$ cat config.mk
export PLATFORM = sky130hd
export DESIGN_NAME = bus_arbiter
export DESIGN_NICKNAME = d
export VERILOG_FILES = /design/src/rtl/bus_arbiter_pkg.sv /design/src/rtl/bus_arb_grant.sv /design/src/rtl/bus_arbiter.sv
export SDC_FILE = /design/constraint.sdc
export NUM_CORES = 1
export LEC_CHECK = 0
export ABC_AREA = 1
export BUFFER_PORTS_ARGS = -buffer_cell sky130_fd_sc_hd__buf_2
export CAP_MARGIN = 20
export CELL_PAD_IN_SITES_DETAIL_PLACEMENT = 1
export CELL_PAD_IN_SITES_GLOBAL_PLACEMENT = 2
export CORE_AREA = 3 3 153 304
export CTS_CLUSTER_SIZE = 20
export DETAILED_ROUTE_END_ITERATION = 10
export DIE_AREA = 0 0 156 307
export HOLD_SLACK_MARGIN = 0.02
export PLACE_DENSITY_LB_ADDON = 0.15
export REMOVE_ABC_BUFFERS = 1
export SETUP_SLACK_MARGIN = 0.1
export SYNTH_ARGS = -nofsm -noshare
export SYNTH_HDL_FRONTEND = slang
export SYNTH_SLANG_ARGS = --single-unit
$ cat constraint.sdc
create_clock -name clk -period 3.2 [get_ports clk]
set_input_delay 0.96 -clock clk [delete_from_list [all_inputs] [get_ports clk]]
set_output_delay 0.96 -clock clk [all_outputs]
set_load 0.01 [all_outputs]
$ cat src/rtl/bus_arbiter_pkg.sv
// Shared types for the two-port bus arbiter: FSM state encoding, grant ids
// and the all-zero control code driven onto the bus when it is idle.
package bus_arbiter_pkg;

  typedef enum logic [1:0] {
    IDLE   = 2'd0,
    ACCESS = 2'd1,
    RESP   = 2'd2
  } state_e;

  typedef enum logic {
    GNT_IF  = 1'b0,
    GNT_MEM = 1'b1
  } gnt_e;

  localparam logic [2:0] CTRL_IDLE = 3'b000;

endpackage

$ cat src/rtl/bus_arb_grant.sv
// Grant selection between fetch and load/store ports.
// BUS_ARB_RR_EN selects round-robin; otherwise fixed priority, mem over if.
module bus_arb_grant
  import bus_arbiter_pkg::*;
(
  input  logic clk_i,
  input  logic rst_i,
  input  logic if_req_i,
  input  logic mem_req_i,
  input  logic grant_en_i,
  output logic gnt_valid_o,
  output logic gnt_id_o
);

  assign gnt_valid_o = if_req_i | mem_req_i;

`ifdef BUS_ARB_RR_EN
  logic last_q, last_d;

  // Reset pretends fetch went last so the first tie goes to mem.
  always_ff @(posedge clk_i) begin
    if (rst_i) last_q <= GNT_IF;
    else       last_q <= last_d;
  end

  always_comb begin
    gnt_id_o = GNT_IF;
    if (if_req_i && mem_req_i) gnt_id_o = (last_q == GNT_MEM) ? GNT_IF : GNT_MEM;
    else if (mem_req_i)        gnt_id_o = GNT_MEM;
  end

  always_comb begin
    last_d = last_q;
    if (grant_en_i && gnt_valid_o) last_d = gnt_id_o;
  end
`else
  logic unused_ok;
  assign unused_ok = clk_i ^ rst_i ^ grant_en_i;
  assign gnt_id_o  = mem_req_i ? GNT_MEM : GNT_IF;
`endif

endmodule

$ cat src/rtl/bus_arbiter.sv
// Two-port (fetch, load/store) arbiter onto a single system bus with a fixed
// WAIT_CYCLES access window. Policy macro BUS_ARB_RR_EN lives in bus_arb_grant.
module bus_arbiter
  import bus_arbiter_pkg::*;
#(
  parameter int         WAIT_CYCLES = 1,
  parameter logic [2:0] IF_RD_CTRL  = 3'b010
) (
  input  logic        clk,
  input  logic        rst,
  input  logic        if_req,
  input  logic [63:0] if_addr,
  output logic        if_ack,
  output logic [63:0] if_rdata,
  output logic        if_err,
  input  logic        mem_req,
  input  logic [63:0] mem_addr,
  input  logic [63:0] mem_wdata,
  input  logic [2:0]  mem_rd_ctrl,
  input  logic [2:0]  mem_wr_ctrl,
  output logic        mem_ack,
  output logic [63:0] mem_rdata,
  output logic        mem_err,
  output logic [63:0] bus_addr,
  output logic [63:0] bus_data_in,
  output logic [2:0]  bus_rd_ctrl,
  output logic [2:0]  bus_wr_ctrl,
  input  logic [63:0] bus_data_out,
  input  logic        bus_valid
);

  state_e      state_q, state_d;
  logic [3:0]  cnt_q;
  logic        gnt_q;
  logic [63:0] addr_q, wdata_q;
  logic [2:0]  rd_q, wr_q;
  logic [63:0] if_rdata_q, mem_rdata_q;
  logic        if_err_q, mem_err_q;
  logic        gnt_valid, gnt_id, grant_en;

  assign grant_en = (state_q == IDLE) && gnt_valid;

  bus_arb_grant u_grant (
    .clk_i       (clk),
    .rst_i       (rst),
    .if_req_i    (if_req),
    .mem_req_i   (mem_req),
    .grant_en_i  (grant_en),
    .gnt_valid_o (gnt_valid),
    .gnt_id_o    (gnt_id)
  );

  always_ff @(posedge clk) begin
    if (rst) state_q <= IDLE;
    else     state_q <= state_d;
  end

  always_comb begin
    state_d = state_q;
    case (state_q)
      IDLE:    if (gnt_valid) state_d = ACCESS;
      ACCESS:  if (cnt_q == 4'd0) state_d = RESP;
      RESP:    state_d = IDLE;
      default: state_d = IDLE;
    endcase
  end

  // Request is captured at grant so later requester changes cannot disturb it.
  always_ff @(posedge clk) begin
    if (rst) begin
      cnt_q       <= 4'd0;
      gnt_q       <= GNT_IF;
      addr_q      <= '0;
      wdata_q     <= '0;
      rd_q        <= CTRL_IDLE;
      wr_q        <= CTRL_IDLE;
      if_rdata_q  <= '0;
      if_err_q    <= 1'b0;
      mem_rdata_q <= '0;
      mem_err_q   <= 1'b0;
    end else if (grant_en) begin
      gnt_q <= gnt_id;
      cnt_q <= 4'(WAIT_CYCLES - 1);
      if (gnt_id == GNT_MEM) begin
        addr_q  <= mem_addr;
        wdata_q <= mem_wdata;
        rd_q    <= mem_rd_ctrl;
        wr_q    <= mem_wr_ctrl;
      end else begin
        addr_q  <= if_addr;
        wdata_q <= '0;
        rd_q    <= IF_RD_CTRL;
        wr_q    <= CTRL_IDLE;
      end
    end else if (state_q == ACCESS) begin
      if (cnt_q != 4'd0) begin
        cnt_q <= cnt_q - 4'd1;
      end else if (gnt_q == GNT_MEM) begin
        mem_rdata_q <= bus_data_out;
        mem_err_q   <= ~bus_valid;
      end else begin
        if_rdata_q <= bus_data_out;
        if_err_q   <= ~bus_valid;
      end
    end
  end

  always_comb begin
    if_ack      = (state_q == RESP) && (gnt_q == GNT_IF);
    mem_ack     = (state_q == RESP) && (gnt_q == GNT_MEM);
    bus_rd_ctrl = (state_q == ACCESS) ? rd_q : CTRL_IDLE;
    bus_wr_ctrl = (state_q == ACCESS) ? wr_q : CTRL_IDLE;
    bus_addr    = addr_q;
    bus_data_in = wdata_q;
    if_rdata    = if_rdata_q;
    if_err      = if_err_q;
    mem_rdata   = mem_rdata_q;
    mem_err     = mem_err_q;
  end

endmodule
==> run metrics, run 1 <==
total wire length=~47000 microns; number of fill cells=5770; CP Launch Type=flip-flop; Syn Inst Count=1677; Root Driver=clkbuf_16; I/O Buffers=~530; reg-to-reg slack, setup=1.03 ns; TritonCTS clock tree=done; Yosys reg bits=around 270; final clock skew=about 0.020 ns; number of global-route vias before repair=approximately 12000; area post-placement=14140 sq um; final hold violation count=0; Row Count=around 110; largest net degree at the start of global routing=about 130; Synth area leader=dfxtp_1; post-CTS sizing=0; Post-CTS Setup Bufs=0; Reg clk slew, reported paths=approximately 0.060 ns; CP endpoint=bus_rd_ctrl[1]; die outline width=~160 microns; reg-to-reg critical path endpoint=mem_rdata[18]; relative slew slack=a little under half; Die Area=approximately 48000 sq um; worst hold path type=reg -> reg; Vias=11890; cts hold-fix bufs=0; Max IR drop VDD=0.0004193 V; WL per Instance=17.08 microns; PD cells=between 500 and 600 nW/um^2; first-pass GRT wire length=slightly above 70000 microns; grt total ovfl=0; WS Path Type=reg -> out; max-slew violations=0; fin crit share=between 70% and 80%; Avg Synthesized Cell Area=around 6.6 sq um; Setup violations, final=0; Worst-Margin Slew=0.8000 ns; drt via density=4.351; Critical Path AT=1.50 ns; post-route ant nets=0; crit end category=output pin; nets=2422; post-synth top area share=49.19%; P&R area growth vs syn=36.65%; leak pwr=8.445 nW; max frequency=between 400 and 500 MHz; total CTS buffers=28; Worst Path Max Fanout=10; Residual DRC=0; max cap viols=0; core area=44320 sq um; layout cells sized above 1=27.41%; Finished Cell Area=15070 sq um; pre-CTS WS=0.4847 ns; initial antenna violation count=10; RR Startpoint=cnt_q[0]; Clock Sinks=271; Die H=between 300 and 400 microns; initial DRC count=369; worst-skew pair later-pin latency=around 0.56 ns; mapped cell area=around 11000 sq um; Finished Layout Cells=2733; setup TNS=0 ns; total track usage=18.74%; synth warn=0; Core Util, Final=34.00%; FF-to-FF path depth=9; Seq/Total Area, Yosys=49.19%; I/O pins=533; CP required=2.24 ns; Setup crit start=state_q[0]; DRT Pass-1 Iters=4; Synth area leaders=dfxtp_1 (49%), nand2_1 (20%), nor2_1 (14%), inv_1 (5.2%), o21ai_0 (3.2%); Final min period=2.465 ns; placed cells=2679; Clock Path Buffers=3; RSZ-0062 raised after global routing=false; final HPWL from detailed placement=about 35000 microns; Cell variety after synth=16; gpl congestion=0.7773; status=finished, final reports clean; H-tree level count=1; Initial Utilization=between 20% and 30%; setup ws final=0.7351 ns
==> cell usage after synthesis <==
| cell type | count |
|---|---|
| nand3_1 | 9 |
| nor3_1 | 4 |
| clkinv_1 | 1 |
| buf_6 | 10 |
| dfxtp_1 | 271 |
| buf_2 | 37 |
| o21ai_0 | 71 |
| buf_1 | 8 |
| a21oi_1 | 69 |
| clkbuf_1 | 45 |
| nor2_1 | 402 |
| nand2_1 | 595 |
| nand2_2 | 1 |
| inv_1 | 152 |
| ha_1 | 1 |
| nand4_1 | 1 |
==> cells by family after synthesis <==
kind of cell	count (synthesis)	synth area share, %
DFF	271	49.19
buffers and inverters	253	9.711
and+or+nand+nor	1012	34.63
adders and majority gates	1	0.1134
AOI/OAI and AO/OA	140	6.353
==> worst min path at each step <==
stage / startpoint / end / slack (ns) / cells past startpoint
floorplan: rd_q[1] / rd_q[1] / 0.43 / 2
global placement: rd_q[1] / rd_q[1] / 0.44 / 2
detailed placement: bus_data_in[50] / bus_data_in[50] / 0.46 / 2
CTS: bus_data_in[50] / bus_data_in[50] / 0.47 / 2
global route: rd_q[1] / rd_q[1] / 0.48 / 2
finish: rd_q[1] / rd_q[1] / 0.46 / 2
==> per-stage QoR <==
stage | total power, mW | hold slack, ns
floorplan | 4.524 | 0.4321
global placement | 5.248 | 0.4423
detailed placement | 5.285 | 0.4558
CTS | 8.749 | 0.4663
global route | 9.044 | 0.4837
finish | 8.545 | 0.4649
==> placed cells by master, fill, tap and decap left out <==
cell,synthesis,routed
clkbuf_1,45,9
inv_2,0,3
dfxtp_1,271,271
o21ai_0,71,71
inv_6,0,1
buf_2,37,532
a21oi_1,69,69
buf_12,0,8
nor3_1,4,4
ha_1,1,1
nand3_1,9,7
nand2_4,0,1
nand4_1,1,1
diode_2,0,4
clkinv_2,0,4
nand2_2,1,1
nand2_1,595,594
clkbuf_16,0,29
nand3_4,0,2
bufinv_16,0,2
buf_4,0,7
clkbuf_8,0,6
inv_1,152,149
nor2_1,402,402
==> layout make-up <==
class / instances / area (sq um) / area share (%)
antenna: 4 / 10.01 / 0.06641
multi-input combinational: 1153 / 4566 / 30.29
sequential: 271 / 5425 / 36.00
clock buffer: 44 / 842.1 / 5.587
tap: 555 / 694.4 / 4.607
clock inverter: 6 / 80.08 / 0.5313
inverter: 153 / 579.3 / 3.844
timing repair buffer: 547 / 2875 / 19.08
==> state kept, by name, summed over array words and instances, names as in the netlist <==
name	flops
cnt_q	4
rd_q	3
state_q	2
gnt_q	1
wr_q	3
mem_err	1
mem_rdata	64
bus_data_in	64
if_rdata	64
bus_addr	64
if_err	1
==> power by group <==
group | total (mW) | internal, mW | switching [mW]
sequential | 3.75 | 3.63 | 0.126
combinational | 1.41 | 0.518 | 0.896
clock | 3.38 | 1.95 | 1.43
==> critical path: stages, from the launching register on <==
cell and delay [ns]:
dfxtp_1 0.40, nand2_2 0.18, nor2_1 0.20, buf_2 0.16
==> routing by layer <==
layer / part of all wire (%) / global-route usage, % / routed length [microns]
met5: 0.14 / 0 / 64
met2: 50 / 34.25 / 23500
met4: 2.1 / 4.626 / 1002
met1: 38 / 20.40 / 17780
met3: 9.3 / 6.647 / 4330
Note: power is estimated with default switching activity, not from simulation.
==> run 2, diff against run 1 <==
--- a/config.mk
+++ b/config.mk
@@ -10,10 +10,10 @@
 export CAP_MARGIN = 20
 export CELL_PAD_IN_SITES_DETAIL_PLACEMENT = 1
 export CELL_PAD_IN_SITES_GLOBAL_PLACEMENT = 2
-export CORE_AREA = 3 3 153 304
+export CORE_AREA = 3 3 167 331
 export CTS_CLUSTER_SIZE = 20
 export DETAILED_ROUTE_END_ITERATION = 10
-export DIE_AREA = 0 0 156 307
+export DIE_AREA = 0 0 170 334
 export HOLD_SLACK_MARGIN = 0.02
 export PLACE_DENSITY_LB_ADDON = 0.15
 export REMOVE_ABC_BUFFERS = 1
==> constraint.sdc (replaced) <==
create_clock -name clk -period 2.2 [get_ports clk]
set_input_delay 0.66 -clock clk [delete_from_list [all_inputs] [get_ports clk]]
set_output_delay 0.66 -clock clk [all_outputs]
set_load 0.01 [all_outputs]
==> run 2 against run 1 <==
Worst setup slack got worse by 0.57 ns; via count up 0.24%; die area is 19% higher; sequential cell count did not move; combinational power is 52% higher; register-to-register slack lost 0.57 ns; cell area grew 2.7%; non-clock buffer count grew 21; routed wire length up 4.5%; first-iteration DRC count fell by 17%; sequential share of layout area fell by 0.92 points; global-route usage is 2.4 points lower; highest routed layer unchanged.
==> run metrics, run 2 (synthesis gave the netlist of run 1 again) <==
worst hold path type=in -> reg; Critical Path AT=1.38 ns (-0.12 ns); WHS=0.3267 ns (-0.1382 ns); CP cell instances=inv_2 > nand2_8 > nor2_1 > buf_4; WS Path Type=reg -> out; setup TNS=0 ns (unchanged); most common cell after layout, fill and taps aside=nand2_1; number of global-route vias before repair=12300 (-1.5%); Core Util, Final=29.19% (-4.8 points); total CTS buffers=29 (+3.6%); leak pwr=8.570 nW (+1.5%); initial DRC count=308 (-17%); Die Area=56780 sq um (+19%); Setup violations, final=0 (unchanged); die outline width=170 microns (+9.0%); clock group share of total power=38.6% (-1.0 points); nets=2444 (+0.91%); relative slew slack=64.84% (+18 points); first-pass GRT wire length=72550 microns (+1.9%); layout cells sized above 1=28.35% (+0.94 points); Int Power=8.745 mW (+43%); PD cells=801.7 nW/um^2 (+41%); reg-to-reg slack, setup=0.46 ns (-0.57 ns); WP buf/inv=2 (+1); total wire length=48770 microns (+4.5%); Overall Power=12.41 mW (+45%); Post-CTS Setup Bufs=0 (unchanged); post-route ant nets=0 (unchanged); Max IR drop VDD=0.0005079 V (+21%); initial antenna violation count=7 (-3); final HPWL from detailed placement=37170 microns (+6.4%); combinational share of power=17.4% (+0.9 points); max cap viols=0 (unchanged); Crit path max-delay family=flip-flops; cts hold-fix bufs=0 (unchanged); largest net degree at the start of global routing=65 (-50%); commonest cells after routing, fill and taps aside=nand2_1 (594), buf_2 (526), nor2_1 (401), dfxtp_1 (269), inv_1 (148); placed cells=2810 (+4.9%); P&R area growth vs syn=40.31%; Worst Path Max Fanout=10 (unchanged); Sw Ratio=29.52% (+0.86 points); largest stage delay on the critical path=0.32 ns (-0.08 ns); RSZ-0062 raised after global routing=true; final hold violation count=0 (unchanged); H-tree level count=1 (unchanged); max-slew violations=0 (unchanged); grt total ovfl=0 (unchanged); status=finished, final reports clean; Residual DRC=0 (unchanged); drt via density=4.162 (-4.3%); DRT Pass-1 Iters=4 (unchanged); Worst-Margin Slew=0.5274 ns (-0.2726 ns); Final min period=2.037 ns; crit end category=output pin; TritonCTS clock tree=done; NetSw=3.662 mW (+50%); fin crit share=92.59%; Root Driver=clkbuf_16; I/O pins=533 (unchanged); total track usage=16.34% (-2.4 points); final clock skew=0.007366 ns (-0.01241 ns); CP Launch Type=flip-flop; Reg clk slew, reported paths=0.07 ns (about the same); WL per Instance=17.03 microns (-0.30%); Clock Sinks=271 (unchanged); gpl congestion=0.7578 (-2.5%); Seq pwr share=44.1% (+0.2 points); max frequency=approximately 490 MHz; slowest stage cell on the critical path=dfxtp_1; Row Count=119 (+9.2%); CP required=1.54 ns (-0.70 ns); Initial Utilization=20.81% (-4.1 points); Finished Layout Cells=2864 (+4.8%); core area=53010 sq um (+20%); I/O Buffers=532 (unchanged); Die H=334 microns (+8.8%); Clock Path Buffers=3 (unchanged); worst-skew pair later-pin latency=0.57 ns (about the same); Vias=11920 (+0.24%)
==> run 2: worst paths after layout <==
check | from | end | cells past startpoint
worst max register to register | cnt_q[0] | mem_rdata[8] | 10
worst max-delay path | state_q[1] | bus_wr_ctrl[2] | 4
worst min-delay path | bus_data_out[17] | mem_rdata[17] | 3
worst min register to register | bus_data_in[4] | bus_data_in[4] | 2
==> run 2: repair_timing <==
action	4_1_cts	5_1_grt
endpoints found under the setup margin	7	7
endpoints found under the hold margin	0	0
pin swaps	1	0
gates resized for setup	7	5
==> run 2: routing by layer <==
| layer | up-vias | share of wire, % | track usage, % |
|---|---|---|---|
| li1 | 5976 | - | - |
| met1 | 5445 | 38 | 17.23 |
| met2 | 435 | 50 | 29.91 |
| met3 | 60 | 10 | 6.316 |
| met4 | 4 | 2.6 | 4.614 |
| met5 | - | 0.035 | 0 |
==> run 2: layout make-up <==
cell class	count	area [sq um]
inverter	153	579.3
tap	665	832.0
sequential	271	5428
clock buffer	43	848.3
multi-input combinational	1153	4582
fill	6793	37530
antenna	5	12.51
timing repair buffer	568	3161
clock inverter	6	32.53
==> run 2: metrics by stage <==
step / instance area [sq um] / setup slack, ns
floorplan: 10530 / -4.806
global placement: 14550 / 0.1527
detailed placement: 14550 / 0.1134
CTS: 15450 / 0.08823
global route: 15460 / 0.05566
finish: 15470 / 0.1629
==> run 2: worst reg2reg max path, stage by stage, from the launching register on <==
cell and delay [ns]:
dfxtp_1 0.31, inv_1 0.11, ha_1 0.20, inv_1 0.06, nor3_1 0.17, buf_4 0.18
nand3_4 0.10, buf_12 0.21, nand2_1 0.15, nand2_1 0.06, nor2_1 0.11
==> run 2: power groups by stage <==
stage	sequential [mW]	combinational (mW)	clock (mW)
6_report	5.47	2.15	4.79
2_1_floorplan	5.72	0.864	0
3_3_place_gp	5.57	2.19	0
5_1_grt	5.51	2.45	5.19
4_1_cts	5.48	2.23	5.05
3_5_place_dp	5.58	2.22	0
